[config.mk]
export PLATFORM = sky130hd
export DESIGN_NAME = apb_master_port
export DESIGN_NICKNAME = d
export VERILOG_FILES = /design/src/rtl/apb_master_pkg.sv /design/src/rtl/apb_timeout_counter.sv /design/src/rtl/apb_master_port.sv
export SDC_FILE = /design/constraint.sdc
export NUM_CORES = 1
export LEC_CHECK = 0
export CORE_ASPECT_RATIO = 0.8
export CORE_UTILIZATION = 40
export CTS_BUF_LIST = sky130_fd_sc_hd__clkbuf_8
export DETAILED_ROUTE_END_ITERATION = 12
export PLACE_DENSITY = 0.86
export SLEW_MARGIN = 40
export SYNTH_ARGS = -nofsm -noshare
export SYNTH_HDL_FRONTEND = slang
export SYNTH_HIERARCHICAL = 1
export SYNTH_SLANG_ARGS = --single-unit
[constraint.sdc]
create_clock -name clk -period 5.1 [get_ports clk]
set_clock_uncertainty 0.2 [all_clocks]
set_input_delay 1.275 -clock clk [delete_from_list [all_inputs] [get_ports clk]]
set_output_delay 1.275 -clock clk [all_outputs]
set_load 0.01 [all_outputs]
[src/rtl/apb_master_pkg.sv]
// Shared types and default widths for the APB master port.
// Optional feature macro used by the top level: APB_TIMEOUT_EN.
package apb_master_pkg;

  localparam int ADDR_WIDTH = 32;
  localparam int DATA_WIDTH = 32;

  typedef enum logic [1:0] {
    IDLE   = 2'd0,
    SETUP  = 2'd1,
    ACCESS = 2'd2
  } state_t;

endpackage

[src/rtl/apb_timeout_counter.sv]
// ACCESS-phase watchdog: down-counter reloaded while clear is high, terminal-count compare.
// Instantiated only when APB_TIMEOUT_EN is defined.
module apb_timeout_counter #(
  parameter int TIMEOUT_CYCLES = 256
) (
  input  logic clk,
  input  logic rst,
  input  logic clear,
  input  logic enable,
  output logic expired
);

  localparam int CNT_W = (TIMEOUT_CYCLES > 1) ? $clog2(TIMEOUT_CYCLES) : 1;
  localparam logic [CNT_W-1:0] LOAD_VAL = CNT_W'(TIMEOUT_CYCLES - 1);

  logic [CNT_W-1:0] cnt;

  // cnt holds the number of ACCESS cycles left after the current one.
  always_ff @(posedge clk) begin
    if (rst || clear) begin
      cnt <= LOAD_VAL;
    end else if (enable && (cnt != '0)) begin
      cnt <= cnt - CNT_W'(1);
    end
  end

  assign expired = enable && (cnt == '0);

endmodule

[src/rtl/apb_master_port.sv]
// Single-outstanding APB3 master: valid/ready command in, SETUP/ACCESS transfer out, one response pulse.
// Define APB_TIMEOUT_EN to abort ACCESS phases that wait TIMEOUT_CYCLES without pready.
//
// state  | meaning
// IDLE   | bus idle, cmd_ready high, command captured on cmd_valid
// SETUP  | psel=1, penable=0, one cycle
// ACCESS | psel=1, penable=1, waiting for pready (or timeout)
module apb_master_port #(
  parameter int ADDR_WIDTH     = apb_master_pkg::ADDR_WIDTH,
  parameter int DATA_WIDTH     = apb_master_pkg::DATA_WIDTH,
  parameter int TIMEOUT_CYCLES = 256
) (
  input  logic                  clk,
  input  logic                  rst,
  input  logic                  cmd_valid,
  output logic                  cmd_ready,
  input  logic                  cmd_write,
  input  logic [ADDR_WIDTH-1:0] cmd_addr,
  input  logic [DATA_WIDTH-1:0] cmd_wdata,
  output logic                  resp_valid,
  output logic [DATA_WIDTH-1:0] resp_rdata,
  output logic                  resp_slverr,
  output logic                  psel,
  output logic                  penable,
  output logic [ADDR_WIDTH-1:0] paddr,
  output logic                  pwrite,
  output logic [DATA_WIDTH-1:0] pwdata,
  input  logic                  pready,
  input  logic [DATA_WIDTH-1:0] prdata,
  input  logic                  pslverr
);

  import apb_master_pkg::*;

  state_t                state, state_nxt;
  logic                  psel_nxt, penable_nxt, pwrite_nxt;
  logic [ADDR_WIDTH-1:0] paddr_nxt;
  logic [DATA_WIDTH-1:0] pwdata_nxt;
  logic                  resp_valid_nxt, resp_slverr_nxt;
  logic [DATA_WIDTH-1:0] resp_rdata_nxt;
  logic                  timeout;

`ifdef APB_TIMEOUT_EN
  apb_timeout_counter #(
    .TIMEOUT_CYCLES(TIMEOUT_CYCLES)
  ) u_timeout (
    .clk    (clk),
    .rst    (rst),
    .clear  (state != ACCESS),
    .enable (state == ACCESS),
    .expired(timeout)
  );
`else
  logic unused_timeout_cfg;
  assign unused_timeout_cfg = (TIMEOUT_CYCLES == 0);
  assign timeout            = 1'b0;
`endif

  assign cmd_ready = (state == IDLE);

  always_ff @(posedge clk) begin
    if (rst) begin
      state       <= IDLE;
      psel        <= 1'b0;
      penable     <= 1'b0;
      paddr       <= '0;
      pwrite      <= 1'b0;
      pwdata      <= '0;
      resp_valid  <= 1'b0;
      resp_rdata  <= '0;
      resp_slverr <= 1'b0;
    end else begin
      state       <= state_nxt;
      psel        <= psel_nxt;
      penable     <= penable_nxt;
      paddr       <= paddr_nxt;
      pwrite      <= pwrite_nxt;
      pwdata      <= pwdata_nxt;
      resp_valid  <= resp_valid_nxt;
      resp_rdata  <= resp_rdata_nxt;
      resp_slverr <= resp_slverr_nxt;
    end
  end

  // Outputs are registered, so this block computes their values for the next cycle.
  always_comb begin
    state_nxt       = state;
    psel_nxt        = psel;
    penable_nxt     = penable;
    paddr_nxt       = paddr;
    pwrite_nxt      = pwrite;
    pwdata_nxt      = pwdata;
    resp_valid_nxt  = 1'b0;
    resp_rdata_nxt  = resp_rdata;
    resp_slverr_nxt = resp_slverr;

    case (state)
      IDLE: begin
        if (cmd_valid) begin
          state_nxt  = SETUP;
          psel_nxt   = 1'b1;
          paddr_nxt  = cmd_addr;
          pwrite_nxt = cmd_write;
          pwdata_nxt = cmd_write ? cmd_wdata : '0;
        end
      end
      SETUP: begin
        state_nxt   = ACCESS;
        penable_nxt = 1'b1;
      end
      ACCESS: begin
        // A pready on the final allowed cycle completes normally rather than timing out.
        if (pready || timeout) begin
          state_nxt      = IDLE;
          psel_nxt       = 1'b0;
          penable_nxt    = 1'b0;
          paddr_nxt      = '0;
          pwrite_nxt     = 1'b0;
          pwdata_nxt     = '0;
          resp_valid_nxt = 1'b1;
          if (pready) begin
            resp_slverr_nxt = pslverr;
            resp_rdata_nxt  = pwrite ? '0 : prdata;
          end else begin
            resp_slverr_nxt = 1'b1;
            resp_rdata_nxt  = '0;
          end
        end
      end
      default: begin
        state_nxt   = IDLE;
        psel_nxt    = 1'b0;
        penable_nxt = 1'b0;
        paddr_nxt   = '0;
        pwrite_nxt  = 1'b0;
        pwdata_nxt  = '0;
      end
    endcase
  end

endmodule

==> impl_metrics.tcl <==
set metrics [dict create \
    ir_worst_vdd_mv 0.197 \
    hold_buffers 0 \
    synth_seq_cells 103 \
    first_pass_iters 4 \
    ctsResizeCount 0 \
    fin_cells 626 \
    htree_levels 3 \
    p_total_mw 1.61 \
    clk_latency_ns 0.37 \
    hpwlAfterDp_microns 7470 \
    layout_common_cells "203 x clkdlybuf4s50_1, 103 x dfxtp_1, 63 x a22o_1" \
    cp_max_fo 32 \
    min_from "pwdata[1]$_SDFFE_PP0P_" \
    wirelength_microns 10100 \
    ys_types 33 \
    clockPowerShare 0.287 \
    worstSetupPathType "input pin to register" \
    cts_buffers 9 \
    dp.cells 609 \
    die_w_microns 108 \
    p_leak_nw 2.23 \
    crit_path_frequent_cell "buf_4" \
    first_global_vias 3036 \
    cts_root_buf "clkbuf_8" \
    drc_errors 0 \
    syn-num-nets 417 \
    min_to "pwdata[1]$_SDFFE_PP0P_" \
    seq_area_frac_synth 0.572 \
    power_density_mw_per_mm2 276 \
    nFillCells 652 \
    rsz0062_at_grt "no" \
    clk_pin_slew_worst_paths_ns 0.09 \
    ant_nets 0 \
    end_kind "register" \
    final_core_util 0.679 \
    antenna_cells 0 \
    cts_tree "built" \
    yosys_warnings 6 \
    layout.nets 611 \
    finalSetupViolCount 0 \
    synth_area_per_cell_sq_um 11.4 \
    critPathBufInv 4 \
    syn2layout_area_growth_pct 62.0 \
    fin_crit_sh 0.633 \
    worst_pin_slew_ns 0.517 \
    vias_per_cell 4.97 \
    finalSetupTns_ns 0 \
    antenna_found_initial 0 \
    start_util 0.419 \
    coreArea_sq_mm 0.00860 \
    worstReg2RegEnd "paddr[14]$_SDFFE_PP0P_" \
    synth_top_area_frac 0.572 \
    crit_chain "clkdlybuf4s50_1 -> inv_1 -> buf_4 -> and2_1 -> buf_4 -> a22o_1" \
    hold_depth 2 \
    port_buffers 203 \
    drv_cap 0 \
    grt_max_degree 34 \
    comb_power_share 0.175 \
    sw_frac_of_total 0.253 \
    ys_top_cells_by_area "dfxtp_1 57%, a22o_1 15%, mux2i_1 7.5%" \
    gp_congestion 0.747 \
    p_int_mw 1.20 \
    seq_power_share 0.538 \
    grt_pass1_wl_microns 15300 \
    overflow 0 \
    final_layout_size_suffix_gt1_frac 0.0584 \
    post_drt_wl_per_cell_microns 16.2 \
    cpMaxStageDelayCell "clkdlybuf4s50_1" \
    grt_usage 0.216 \
    postCtsSetupBuffers 0 \
    post_dp_cell_area_sq_mm 0.00565 \
    critPathTopFamily "buffers and inverters" \
    startpoint_type "input pin" \
    num_vias 3112 \
    first_iter_violations 134 \
    row_count 30 \
    run_status "finished, final reports clean" \
    crit_path_start "rst" \
    slew_headroom 0.655 \
    layout_commonest_cell "clkdlybuf4s50_1" \
    pin_count 204 \
    hold_viol_final 0 \
    clockBufferDepth 2 \
    min_period_ns 3.23 \
    syn_inst 315 \
    worstPathArrival_ns 3.29 \
    cts_sinks 103 \
    regToRegSetupSlack_ns 3.01 \
    rr_startpoint "state[1]$_SDFFE_PP0P_" \
    required_ns 5.17 \
    slew_violations 0 \
    r2r_cells 4 \
    die_area_sq_mm 0.00940 \
    hold_class "register to register" \
    design_area_sq_mm 0.00584 \
    synth_top_area_cell "dfxtp_1" \
    syn_area_sq_mm 0.00360 \
    dieHeight_microns 86.9 \
    p_switching_mw 0.407 \
    fmax_mhz 310 \
    critPathMaxStageDelay_ns 0.72 \
]
[worst max-delay path by stage]
stage | to | depth (start not counted)
after global placement | resp_rdata[17]$_SDFFE_PP0P_ | 6
after detailed placement | resp_rdata[5]$_SDFFE_PP0P_ | 6
after global routing | resp_rdata[30]$_SDFFE_PP0P_ | 6
after CTS | resp_rdata[5]$_SDFFE_PP0P_ | 6
after floorplan | resp_rdata[0]$_SDFFE_PP0P_ | 7
final | resp_rdata[12]$_SDFFE_PP0P_ | 6
[cells by family after synthesis]
family	after synthesis	synth area share
flip-flops	103	0.572
buffers and inverters	28	0.0531
AO/OA/AOI/OAI	83	0.197
multiplexers	27	0.0750
AND/OR/NAND/NOR	74	0.103
[power groups by stage]
stage          Sequential (mW)  Combinational (mW)  Clock (mW)
5_1_grt                  0.871               0.298       0.510
6_report                 0.866               0.281       0.463
4_1_cts                  0.866               0.281       0.477
3_3_place_gp             0.883               0.274           0
2_1_floorplan            0.897               0.104           0
3_5_place_dp             0.884               0.279           0
[layer usage]
layer,wire (microns),vias to the layer above,track usage
met5,0,-,0
met4,177,0,0.0897
met3,729,13,0.0606
met2,4920,120,0.354
met1,4320,1465,0.268
li1,-,1514,-
[state kept, by name, indices dropped and copies added, names as in the netlist]
signal,flops
resp_rdata,32
penable,1
state,2
pwdata,32
pwrite,1
paddr,32
resp_valid,1
psel,1
resp_slverr,1
[synthesized netlist by cell type, drive strengths merged]
cell,count
o211a,1
or2,1
nor3b,1
clkbuf,6
dfxtp,103
o21a,1
nor2,3
o21ai,2
and2,1
or3b,2
o211ai,6
a21oi,7
nor4b,1
buf,21
nand2,53
o21ba,1
a22o,64
or4b,1
nand3,6
nand3b,1
nor3,1
and3,1
a21o,1
and2b,1
mux2i,27
or2b,1
inv,1
[worst reg2reg max path: cells and delay by family (launching register included)]
family          cells  cell delay (ns)
compound gates      2             0.37
buf+inv             1             0.24
simple gates        1             0.56
flops               1             0.66
[cell type report]
cell class / instances / area (sq um) / share of cell area
multi-input cells: 184 / 1360 / 0.232
inverters: 1 / 3.75 / 0.000643
flip-flops and latches: 103 / 2060 / 0.353
well taps: 112 / 140 / 0.0240
clock buffers: 10 / 138 / 0.0236
clock inverters: 6 / 38.8 / 0.00664
repair buffers: 210 / 2100 / 0.360
[through the flow]
| step | worst slack (ns) | hold WS (ns) |
|---|---|---|
| final | 1.87 | 0.265 |
| after detailed placement | 1.49 | 0.252 |
| after global placement | 1.57 | 0.235 |
| after global routing | 1.77 | 0.282 |
| after floorplan | 2.50 | 0.279 |
| after CTS | 1.90 | 0.268 |
Note: power is estimated with default switching activity, not from simulation.
